## src/rtl/ps2_pkg.sv

```systemverilog
// Shared PS/2 definitions: transmitter states, default timing and keyboard command codes.
package ps2_pkg;

  typedef enum logic [2:0] {
    IDLE,
    INHIBIT,
    REQ,
    DATA,
    ACK,
    WAIT_IDLE
  } tx_state_t;

  localparam int DEF_INHIBIT_CYCLES = 3000;
  localparam int DEF_TIMEOUT_CYCLES = 375000;
  localparam int DEF_FILTER_LEN     = 8;

  localparam logic [7:0] CMD_SET_LED = 8'hED;
  localparam logic [7:0] CMD_RESET   = 8'hFF;
  localparam logic [7:0] RSP_ACK     = 8'hFA;
  localparam logic [7:0] RSP_BAT_OK  = 8'hAA;

endpackage

```

## src/rtl/ps2_line_filter.sv

```systemverilog
// Synchronises and debounces one open-drain PS/2 line; level only moves when the whole
// sample history agrees, and fall pulses once on each filtered 1->0 transition.
module ps2_line_filter #(
  parameter int FILTER_LEN = 8
) (
  input  logic clk25,
  input  logic rst,
  input  logic raw,
  output logic level,
  output logic fall
);

  logic [1:0]            sync;
  logic [FILTER_LEN-1:0] hist;

  always_ff @(posedge clk25) begin
    if (rst) begin
      sync  <= '1;
      hist  <= '1;
      level <= 1'b1;
      fall  <= 1'b0;
    end else begin
      sync <= {sync[0], raw};
      hist <= {hist[FILTER_LEN-2:0], sync[1]};
      fall <= 1'b0;
      if (&hist) begin
        level <= 1'b1;
      end else if (~|hist) begin
        level <= 1'b0;
        fall  <= level;
      end
    end
  end

endmodule

```

## src/rtl/ps2_host_tx.sv

```systemverilog
// PS/2 host-to-device transmitter: request-to-send, 11-bit frame on device clocks, ACK check.
module ps2_host_tx
  import ps2_pkg::*;
#(
  parameter int INHIBIT_CYCLES = DEF_INHIBIT_CYCLES,
  parameter int TIMEOUT_CYCLES = DEF_TIMEOUT_CYCLES,
  parameter int FILTER_LEN     = DEF_FILTER_LEN
) (
  input  logic       clk25,
  input  logic       rst,
  input  logic       PS2C_in,
  input  logic       PS2D_in,
  output logic       ps2c_oe,
  output logic       ps2d_oe,
  input  logic [7:0] tx_data,
  input  logic       tx_start,
  output logic       busy,
  output logic       done,
  output logic       err_noack,
  output logic       err_timeout
);

  localparam logic [11:0] INH_LAST = 12'(INHIBIT_CYCLES - 1);
  localparam logic [11:0] INH_PRE  = 12'(INHIBIT_CYCLES - 2);
  localparam logic [18:0] TO_LAST  = 19'(TIMEOUT_CYCLES - 1);

  tx_state_t   state, state_n;
  logic [11:0] inh_cnt, inh_n;
  logic [18:0] to_cnt, to_n;
  logic [3:0]  bitcnt, bit_n;
  logic [7:0]  sh, sh_n;
  logic        par, par_n;
  logic        c_oe_n, d_oe_n, done_n, noack_n, tout_n;
  logic        c_level, c_fall, d_level, d_fall;

  ps2_line_filter #(.FILTER_LEN(FILTER_LEN)) u_filt_c (
    .clk25(clk25), .rst(rst), .raw(PS2C_in), .level(c_level), .fall(c_fall)
  );

  ps2_line_filter #(.FILTER_LEN(FILTER_LEN)) u_filt_d (
    .clk25(clk25), .rst(rst), .raw(PS2D_in), .level(d_level), .fall(d_fall)
  );

  assign busy = (state != IDLE);

  always_ff @(posedge clk25) begin
    if (rst) begin
      state       <= IDLE;
      inh_cnt     <= '0;
      to_cnt      <= '0;
      bitcnt      <= '0;
      sh          <= '0;
      par         <= 1'b0;
      ps2c_oe     <= 1'b0;
      ps2d_oe     <= 1'b0;
      done        <= 1'b0;
      err_noack   <= 1'b0;
      err_timeout <= 1'b0;
    end else begin
      state       <= state_n;
      inh_cnt     <= inh_n;
      to_cnt      <= to_n;
      bitcnt      <= bit_n;
      sh          <= sh_n;
      par         <= par_n;
      ps2c_oe     <= c_oe_n;
      ps2d_oe     <= d_oe_n;
      done        <= done_n;
      err_noack   <= noack_n;
      err_timeout <= tout_n;
    end
  end

  // Data changes only on filtered clock falls; the device samples on the following rise.
  always_comb begin
    state_n = state;
    inh_n   = inh_cnt;
    to_n    = to_cnt;
    bit_n   = bitcnt;
    sh_n    = sh;
    par_n   = par;
    c_oe_n  = ps2c_oe;
    d_oe_n  = ps2d_oe;
    done_n  = 1'b0;
    noack_n = 1'b0;
    tout_n  = 1'b0;

    case (state)
      IDLE: begin
        c_oe_n = 1'b0;
        d_oe_n = 1'b0;
        if (tx_start) begin
          sh_n    = tx_data;
          par_n   = ~^tx_data;
          bit_n   = '0;
          inh_n   = '0;
          c_oe_n  = 1'b1;
          state_n = INHIBIT;
        end
      end

      INHIBIT: begin
        inh_n = inh_cnt + 12'd1;
        if (inh_cnt == INH_LAST) begin
          c_oe_n  = 1'b0;
          d_oe_n  = 1'b1;
          to_n    = '0;
          state_n = REQ;
        end else if (inh_cnt == INH_PRE) begin
          d_oe_n = 1'b1;
        end
      end

      REQ, DATA, ACK, WAIT_IDLE: begin
        if (to_cnt == TO_LAST) begin
          c_oe_n  = 1'b0;
          d_oe_n  = 1'b0;
          tout_n  = 1'b1;
          state_n = IDLE;
        end else begin
          if (to_cnt != '1) to_n = to_cnt + 19'd1;
          if ((state == REQ || state == DATA) && c_fall) begin
            bit_n = bitcnt + 4'd1;
            if (bitcnt < 4'd8) begin
              d_oe_n  = ~sh[0];
              sh_n    = sh >> 1;
              state_n = DATA;
            end else if (bitcnt == 4'd8) begin
              d_oe_n = ~par;
            end else begin
              d_oe_n  = 1'b0;
              state_n = ACK;
            end
          end else if (state == ACK && c_fall) begin
            bit_n = bitcnt + 4'd1;
            if (!d_level) begin
              state_n = WAIT_IDLE;
            end else begin
              noack_n = 1'b1;
              state_n = IDLE;
            end
          end else if (state == WAIT_IDLE && c_level && d_level) begin
            done_n  = 1'b1;
            state_n = IDLE;
          end
        end
      end

      default: state_n = IDLE;
    endcase
  end

  logic unused_d_fall;
  assign unused_d_fall = d_fall;

endmodule

```

## config.mk

```make
export PLATFORM = sky130hd
export DESIGN_NAME = ps2_host_tx
export DESIGN_NICKNAME = d
export VERILOG_FILES = /design/src/rtl/ps2_pkg.sv /design/src/rtl/ps2_line_filter.sv /design/src/rtl/ps2_host_tx.sv
export SDC_FILE = /design/constraint.sdc
export NUM_CORES = 1
export LEC_CHECK = 0
export BUFFER_PORTS_ARGS = -buffer_cell sky130_fd_sc_hd__buf_2
export CORE_MARGIN = 1
export CORE_UTILIZATION = 40
export CTS_CLUSTER_DIAMETER = 80
export DETAILED_ROUTE_END_ITERATION = 6
export PLACE_DENSITY = 0.68
export SLEW_MARGIN = 25
export SYNTH_ARGS = -nofsm -noshare
export SYNTH_HDL_FRONTEND = slang
export SYNTH_HIERARCHICAL = 1
export SYNTH_SLANG_ARGS = --single-unit
```

## constraint.sdc

```tcl
create_clock -name clk25 -period 2.6 [get_ports clk25]
set_clock_uncertainty 0.2 [all_clocks]
set_input_delay 0.52 -clock clk25 [delete_from_list [all_inputs] [get_ports clk25]]
set_output_delay 0.52 -clock clk25 [all_outputs]
set_load 0.005 [all_outputs]
```

# Yosys cells after proc, flatten, opt, wreduce, memory -nomap -nowiden
# Index checks and enable logic that the tools add are counted.
[totals] register_bits=75 input_bits=13 output_inout_bits=6 elab_cells=119
[op_classes] n_addsub=3 n_lt_le_gt_ge=1 eq_ne=22 muxes=40 n_bitwise=4 reduce_logical=31
[op_table] op="2-to-1 mux 19 bit" n=3
[op_table] op="one-hot mux 19 bit (2 select lines)" n=1
[op_table] op="2-to-1 mux 8 bit" n=4
[op_table] op="2-to-1 mux 3 bit" n=9
[op_table] op="== test 12 bit, second input constant" n=2
[op_table] op="one-hot mux 12 bit (2 select lines)" n=1
[op_table] op="adder 19 x 1 -> 19 bit, second input constant" n=1
[op_table] op="== test 19 bit, second input constant" n=1
[op_table] op="inequality test 19 bit, second input constant" n=1
[op_table] op="2-to-1 mux 4 bit" n=4
[op_table] op="one-hot mux 8 bit (2 select lines)" n=1
[op_table] op="AND reduction 8 bit" n=2
[op_table] op="OR reduction 8 bit" n=2
[op_table] op="inequality test 2 bit, second input constant" n=7
[op_table] op="adder 12 x 1 -> 12 bit, second input constant" n=1
[op_table] op="2-to-1 mux 1 bit" n=12
[op_table] op="2-to-1 mux 12 bit" n=1
[op_table] op="AND reduction 4 bit" n=3
[op_table] op="inequality test 5 bit, second input constant" n=2
[op_table] op="OR reduction 10 bit" n=1
[op_table] op="OR reduction 5 bit" n=2
[op_table] op="inequality test 3 bit, second input constant" n=3
[op_table] op="one-hot mux 3 bit (3 select lines)" n=1
[op_table] op="one-hot mux 4 bit (2 select lines)" n=1
[op_table] op="19 further kinds" n=35

# Depth between registers and ports, before layout
# Gate-level depths: netlist of run 1.
[logic_depth] word_depth=8 ltp_mapped=9 ltp_nobuf=8

# Modules after synthesis
# The synthesis of run 1 kept the hierarchy.
[modules_own_cells] module="ps2_host_tx" n_inst=1 cells_per_inst=373 area_per_inst_um2=2932.8 seq_area_each_um2=1041.0
[modules_own_cells] module="ps2_line_filter" n_inst=2 cells_per_inst=31 area_per_inst_um2=367.9 seq_area_each_um2=240.2

# Worst setup path before layout of run 1
# Ideal clock, no wire load.
[synth_timing] kind="register to register" startpoint="register to_cnt[3]" endpoint="register to_cnt[17]" setup_ps=122 arrival_time_ps=2362 required_ps=2278 setup_slack_ps=-84 path_stages_with_launch=9 path_buffers=2 period_less_slack_ps=2684 path_cell_list="dfxtp_1 or4_1 or4_1 buf_2 o21a_4 nor3b_1 buf_6 and3_1 a221o_1"
[synth_between] elab_chain_len=4 word_cells_on_any_way=9 cone_classes="1 x add/sub; 4 x eq/ne; 3 x mux; 1 x reduce/logical"
[synth_lines] element="start: declaration" line="ps2_host_tx.sv:29" source="logic [18:0] to_cnt, to_n;"
[synth_lines] element="start signal: assignment" line="ps2_host_tx.sv:62" source="to_cnt <= to_n;"
[synth_lines] element="adder 19 x 1 -> 19 bit" line="ps2_host_tx.sv:121" source="if (to_cnt != '1) to_n = to_cnt + 19'd1;"
[synth_lines] element="2-to-1 mux 19 bit" line="ps2_host_tx.sv:121"
[synth_lines] element="2-to-1 mux 19 bit" line="ps2_host_tx.sv:115" source="if (to_cnt == TO_LAST) begin"
[synth_lines] element="one-hot mux 19 bit (2 select lines)" line="ps2_host_tx.sv:88" source="case (state)"
# Parallel ways exist; a longest one is shown, timed or not. The select of a mux whose other input is x is not followed.
# A chain may end at the register's enable or synchronous reset.

# Worst setup path in the final report of run 1
[layout_timing] startpoint="register to_cnt[14]" endpoint="register state[0]"
[layout_between] elab_chain_len=3 word_cells_on_any_way=6 cone_classes="3 x eq/ne; 2 x mux; 1 x reduce/logical"
[layout_lines] element="== test 19 bit *" line="ps2_host_tx.sv:115"
[layout_lines] element="inequality test 5 bit (no line) or 2-to-1 mux 3 bit (tied branches)"
[layout_lines] element="AND reduction 4 bit (no line) or one-hot mux 3 bit (3 select lines) (tied branches)"
[layout_lines] element="end signal: assignment" line="ps2_host_tx.sv:60" source="state <= state_n;"
[layout_lines] element="end: declaration" line="ps2_host_tx.sv:27" source="tx_state_t state, state_n;"
# Mark *: on every way between the ends. The rest lies on a longest branch, timed or not.

==> reports/results.txt, run 1 <==
Clk_lat worst skew: 0.35 ns
Peak supply drop: 0.000462 V
Endpoint type of the worst setup path: flop
Initial Utilization: 0.415
Final net count: 493
Worst EP arrival: 2.62 ns
Synth-to-layout area growth: 18.1%
Fmax: 389 MHz
Avg Inst Size Synth: 8.41 um2
WHS Path Cells: 2
Antenna diodes: 0
Setup tns final: 0 ns
Mapped Cells: 433
Final Hold Fails: 0
Largest net degree at the start of global routing: 70
Most used cell along the critical path: or4_4
Max-Cap Viols: 0
HPWL Detailed: 5710 um
Ys Warns: 6
Critical path's largest stage delay: 0.56 ns
Status: complete, no violations
WP data required: 2.65 ns
Post-Syn Nets: 453
H-tree depth: 3
Ports: 19
Reg2Reg Depth: 7
Internal power: 2.20 mW
Area of the multi-input gates: 2070 um2
Crit Path Category: reg -> reg
CP max FO: 5
Gate power share: 0.292
Crit path launch: to_cnt[14]
Total Wirelength: 8310 um
Wire per inst: 14.2 um
Reg-to-reg startpoint: to_cnt[14]
Vias per std cell: 5.71
Max-slew violations: 0
Initial antenna violation count: 0
Max Root-Sink Buffers: 2
Core Region: 8760 um2
Final period util: 0.989
CTS Sinks: 75
Chip Height: 97.4 um
Placed inst area: 4020 um2
Residual DRC: 0
Crit path cell chain: or4_4, or4_4, buf_6, o21ai_4, o221ai_2, buf_4, o41ai_1
Fill count: 837
GRT Overall Usage: 0.189
DR iter-0 viols: 254
Switch share: 0.326
Crit path launch type: flop
DIE WIDTH: 97.4 um
Post-route cell area: 4300 um2
GRT overflow: 0
R2r setup slk: 0.03 ns
Register share of total power: 0.403
Clock transition at path regs: 0.08 ns
CP max stage cell: or4_4
Rows: 34
Critical Path Sink: state[0]
Leak Pwr: 1.64 nW
CTS tree: yes
1st-pass router iterations: 6
Worst Tran Pin Value: 0.657 ns
CTS Buf Count: 9
Number of global-route vias before repair: 3209
ANT nets after route: 0
Gpl congestion: 0.855
Worst min-delay path category: in -> reg
Port Buffers: 18
Root Buffer: clkbuf_8
Slew headroom: 0.562
Reg area: 1500 um2
Final setup fails: 0
R2r endpoint: state[0]
Pwr/cell area: 757 nW/um2
Via count: 3348
Fin crit period: 2.57 ns
P_sw: 1.06 mW
Cell area after synthesis: 3640 um2
Area of the die: 9490 um2
RSZ-0062 raised after global routing: true
Clk pwr share: 0.305
First-pass GRT wire length: 14900 um
Fraction of layout cells with a size suffix above 1: 0.195
-- power by group through the flow --
| stage | clock (mW) | combinational [mW] | sequential, mW |
|---|---|---|---|
| finish | 0.994 | 0.951 | 1.31 |
| global route | 1.08 | 1.05 | 1.33 |
| CTS | 1.02 | 0.910 | 1.31 |
| floorplan | 0 | 0.584 | 1.33 |
| global placement | 0 | 0.877 | 1.34 |
| detailed placement | 0 | 0.901 | 1.34 |
-- per-stage QoR --
step / std cells / total power [mW] / util / worst slack, ns / hold slack [ns]
after floorplan: 433 / 1.91 / - / -0.0837 / 0.183
final: 586 / 3.26 / 0.491 / 0.0297 / 0.139
after global routing: 586 / 3.46 / 0.491 / -0.0428 / 0.117
after global placement: 569 / 2.21 / 0.458 / 0.0110 / 0.190
after CTS: 585 / 3.24 / 0.486 / 0.000856 / 0.128
after detailed placement: 569 / 2.24 / 0.458 / -0.0271 / 0.192
-- state kept, by name, indices dropped and copies added, names as in the netlist --
signal	flops
to_cnt	19
inh_cnt	12
err_timeout	1
err_noack	1
ps2d_oe	1
sh	8
state	3
u_filt_c/sync	2
u_filt_c/hist	8
ps2c_oe	1
par	1
done	1
u_filt_c/fall	1
bitcnt	4
u_filt_c/level	1
u_filt_d/level	1
u_filt_d/hist	8
u_filt_d/sync	2
-- timing repair --
action / in CTS / in global routing
setup endpoints to repair: 6 / 16
buffers inserted: 0 / 1
pin swaps: 0 / 5
hold buffers: 0 / 0
resized for setup: 3 / 9
-- layout make-up --
| class | count | area share |
|---|---|---|
| clock inverter | 7 | 0.0236 |
| clock buffer | 9 | 0.0288 |
| inverter | 10 | 0.00873 |
| timing repair buffer | 48 | 0.0771 |
| tap | 108 | 0.0314 |
| multi-input combinational | 329 | 0.481 |
| sequential | 75 | 0.349 |
-- worst min-delay path by stage --
| stage | from | to | slack, ns |
|---|---|---|---|
| 2_1_floorplan | u_filt_c/sync[1] | u_filt_c/hist[0] | 0.18 |
| 3_3_place_gp | u_filt_c/sync[1] | u_filt_c/hist[0] | 0.19 |
| 5_1_grt | PS2D_in | u_filt_d/sync[0] | 0.12 |
| 6_report | PS2C_in | u_filt_c/sync[0] | 0.14 |
| 3_5_place_dp | u_filt_c/sync[0] | u_filt_c/sync[1] | 0.19 |
| 4_1_cts | PS2C_in | u_filt_c/sync[0] | 0.13 |
-- worst max-delay path: cells and delay by family, from the launching register on --
family / cells / cell delay, ns
AND/OR/NAND/NOR: 2 / 1.09
AO/OA/AOI/OAI: 3 / 0.55
flip-flops: 1 / 0.32
buffers and inverters: 2 / 0.32
-- metal layers --
layer / part of all wire / global-route usage / up-vias
li1: - / - / 1643
met1: 0.47 / 0.259 / 1605
met2: 0.47 / 0.290 / 90
met3: 0.042 / 0.0417 / 10
met4: 0.014 / 0.0701 / 0
met5: 0 / 0 / -
-- placed cells by master (no fill, tap or decap), drive strengths merged, types with 12 or more instances in the layout --
| cell type | n |
|---|---|
| nor2b | 12 |
| nand2 | 33 |
| a21oi | 24 |
| or2 | 23 |
| dfxtp | 75 |
| nand3 | 17 |
| nand4 | 13 |
| and3 | 12 |
| nor2 | 46 |
| buf | 48 |
| o21ai | 29 |
Power figures use the tool's default switching activity.
==> run 2, diff against run 1 <==
PLACE_DENSITY = 0.66   (was 0.68)
clock period = 2.55 ns   (was 2.6 ns; I/O delays follow)
==> reports/results.txt, run 2 (same netlist as run 1, synthesis figures left out) <==
Max-Cap Viols: 0 (unchanged)
Ports: 19 (unchanged)
Register share of total power: 0.403 (about the same)
Most flops, register: to_cnt (unchanged)
Wire per inst: 14.3 um (was 14.2 um)
# hold bufs at CTS: 0 (unchanged)
Number of global-route vias before repair: 3126 (was 3209)
WP data required: 2.59 ns (was 2.65 ns)
Fin crit period: 2.56 ns (was 2.57 ns)
Internal power: 2.25 mW (was 2.20 mW)
Gate power share: 0.287 (was 0.292)
Max Root-Sink Buffers: 2 (unchanged)
Placed inst area: 4030 um2 (was 4020 um2)
ANT nets after route: 0 (unchanged)
WHS Endpoint: u_filt_c/sync[0] (unchanged)
Final period util: 1.01 (was 0.989)
Crit Path Category: reg -> reg (unchanged)
Synth-to-layout area growth: 19.4% (was 18.1%)
Reg-to-reg startpoint: to_cnt[5] (was to_cnt[14])
Final setup fails: 2 (was 0)
Pwr/cell area: 765 nW/um2 (was 757 nW/um2)
Area of the die: 9490 um2 (unchanged)
HPWL Detailed: 5770 um (was 5710 um)
CP max FO: 8 (was 5)
Reg2Reg Depth: 6 (was 7)
Clk pwr share: 0.310 (was 0.305)
DIE WIDTH: 97.4 um (unchanged)
Fraction of layout cells with a size suffix above 1: 0.212 (was 0.195)
Switch share: 0.325 (was 0.326)
Clock transition at path regs: 0.08 ns (about the same)
Largest net degree at the start of global routing: 70 (unchanged)
Gpl congestion: 0.889 (was 0.855)
Total Wirelength: 8430 um (was 8310 um)
H-tree depth: 3 (unchanged)
Clk_lat worst skew: 0.35 ns (about the same)
Status: complete, but fails checks (was complete, no violations)
Final net count: 497 (was 493)
Worst min-delay path category: in -> reg (unchanged)
Fill count: 836 (was 837)
Failing checks: negative setup slack
First-pass GRT wire length: 14700 um (was 14900 um)
Chip Height: 97.4 um (unchanged)
Number of flip-flops in the largest register: 19 (unchanged)
CTS Buf Count: 9 (unchanged)
Residual DRC: 0 (unchanged)
DR iter-0 viols: 148 (was 254)
Final Hold Fails: 0 (unchanged)
Most frequent cells in the layout: dfxtp_1 (73), nor2_1 (46), buf_4 (33), nand2_1 (32), o21ai_0 (28) (was dfxtp_1 (74), nor2_1 (46), nand2_1 (33), buf_4 (28), o21ai_0 (27))
Rows: 34 (unchanged)
Largest registers: to_cnt (19), inh_cnt (12) (unchanged)
Root Buffer: clkbuf_8 (unchanged)
1st-pass router iterations: 4 (was 6)
Reg area: 1500 um2 (about the same)
WHS: 0.141 ns (was 0.139 ns)
Max-slew violations: 0 (unchanged)
Port Buffers: 18 (unchanged)
GRT overflow: 0 (unchanged)
CTS tree: yes (unchanged)
Antenna diodes: 0 (unchanged)
Initial Utilization: 0.415 (unchanged)
Worst EP arrival: 2.60 ns (was 2.62 ns)
Overall Power: 3.33 mW (was 3.26 mW)
Worst Tran Pin Value: 0.658 ns (was 0.657 ns)
Crit path launch type: flop (unchanged)
Via count: 3317 (was 3348)
Post-route cell area: 4350 um2 (was 4300 um2)
Setup ws final: -0.0139 ns (was 0.0297 ns)
Endpoint type of the worst setup path: flop (unchanged)
Slew headroom: 0.561 (was 0.562)
Peak supply drop: 0.000336 V (was 0.000462 V)
Most common cell after layout, fill and taps aside: dfxtp_1 (unchanged)
Leak Pwr: 1.67 nW (was 1.64 nW)
WHS Path Cells: 2 (unchanged)
Core Region: 8760 um2 (unchanged)
GRT Overall Usage: 0.189 (about the same)
CTS Sinks: 75 (unchanged)
Area of the multi-input gates: 2100 um2 (was 2070 um2)
Layout Utilization: 0.496 (was 0.491)
R2r setup slk: -0.01 ns (was 0.03 ns)
Fmax: 390 MHz (was 389 MHz)
Initial antenna violation count: 0 (unchanged)
RSZ-0062 raised after global routing: true (unchanged)
R2r endpoint: to_cnt[15] (was state[0])
P_sw: 1.08 mW (was 1.06 mW)
Hold Startpoint: PS2C_in (unchanged)
Vias per std cell: 5.62 (was 5.71)
run 2: changes by cell type in the layout (fill, tap and decap cells not counted), sizes merged:
| cell | delta |
|---|---|
| buf | +4 |
| clkbuf | +1 |
| inv | -1 |
run 2: what timing repair did:
item / 4_1_cts / 5_1_grt
pin swaps: 7 / 1
gates resized for setup: 14 / 3
setup buffers: 1 / 0
endpoints found under the hold margin: 0 / 0
setup endpoints to repair: 14 / 20
run 2: worst max-delay path by stage:
| stage | end | cells after the start | startpoint |
|---|---|---|---|
| 3_5_place_dp | state[1] | 7 | to_cnt[3] |
| 4_1_cts | to_cnt[15] | 6 | to_cnt[5] |
| 5_1_grt | bitcnt[1] | 7 | to_cnt[5] |
| 2_1_floorplan | to_cnt[17] | 8 | to_cnt[3] |
| 3_3_place_gp | to_cnt[13] | 6 | to_cnt[3] |
| 6_report | to_cnt[15] | 6 | to_cnt[5] |
run 2: power groups by stage:
stage               Clock [mW]  Sequential [mW]  Combinational, mW
floorplan                    0             1.35              0.595
finish                    1.03             1.34              0.956
global route              1.11             1.35               1.06
detailed placement           0             1.37              0.908
global placement             0             1.36              0.891
CTS                       1.05             1.34              0.944
run 2: routing by layer:
layer | track usage | wire (um)
met5 | 0 | 0
met4 | 0.0803 | 109
met3 | 0.0331 | 377
met2 | 0.300 | 3940
met1 | 0.251 | 4000
run 2: layout make-up:
cell class | count | area share
clock inverter | 6 | 0.0204
tap | 108 | 0.0311
sequential | 75 | 0.346
clock buffer | 10 | 0.0317
timing repair buffer | 52 | 0.0803
inverter | 10 | 0.00863
multi-input combinational | 329 | 0.482
run 2: per-stage QoR:
step | setup TNS [ns] | setup slack, ns | std cells
after floorplan | -0.309 | -0.134 | 433
after global placement | -0.146 | -0.0421 | 573
after detailed placement | -0.346 | -0.0879 | 573
after CTS | -0.00222 | -0.00222 | 590
after global routing | -0.990 | -0.136 | 590
final | -0.0155 | -0.0139 | 590
run 2: critical path, cell delays in order, from the launching register on:
cell and delay (ns):
dfxtp_2 0.32, or4b_4 0.54, or4_4 0.57, o21a_4 0.21, nor3b_4 0.17, and3_1 0.19
a221o_1 0.25
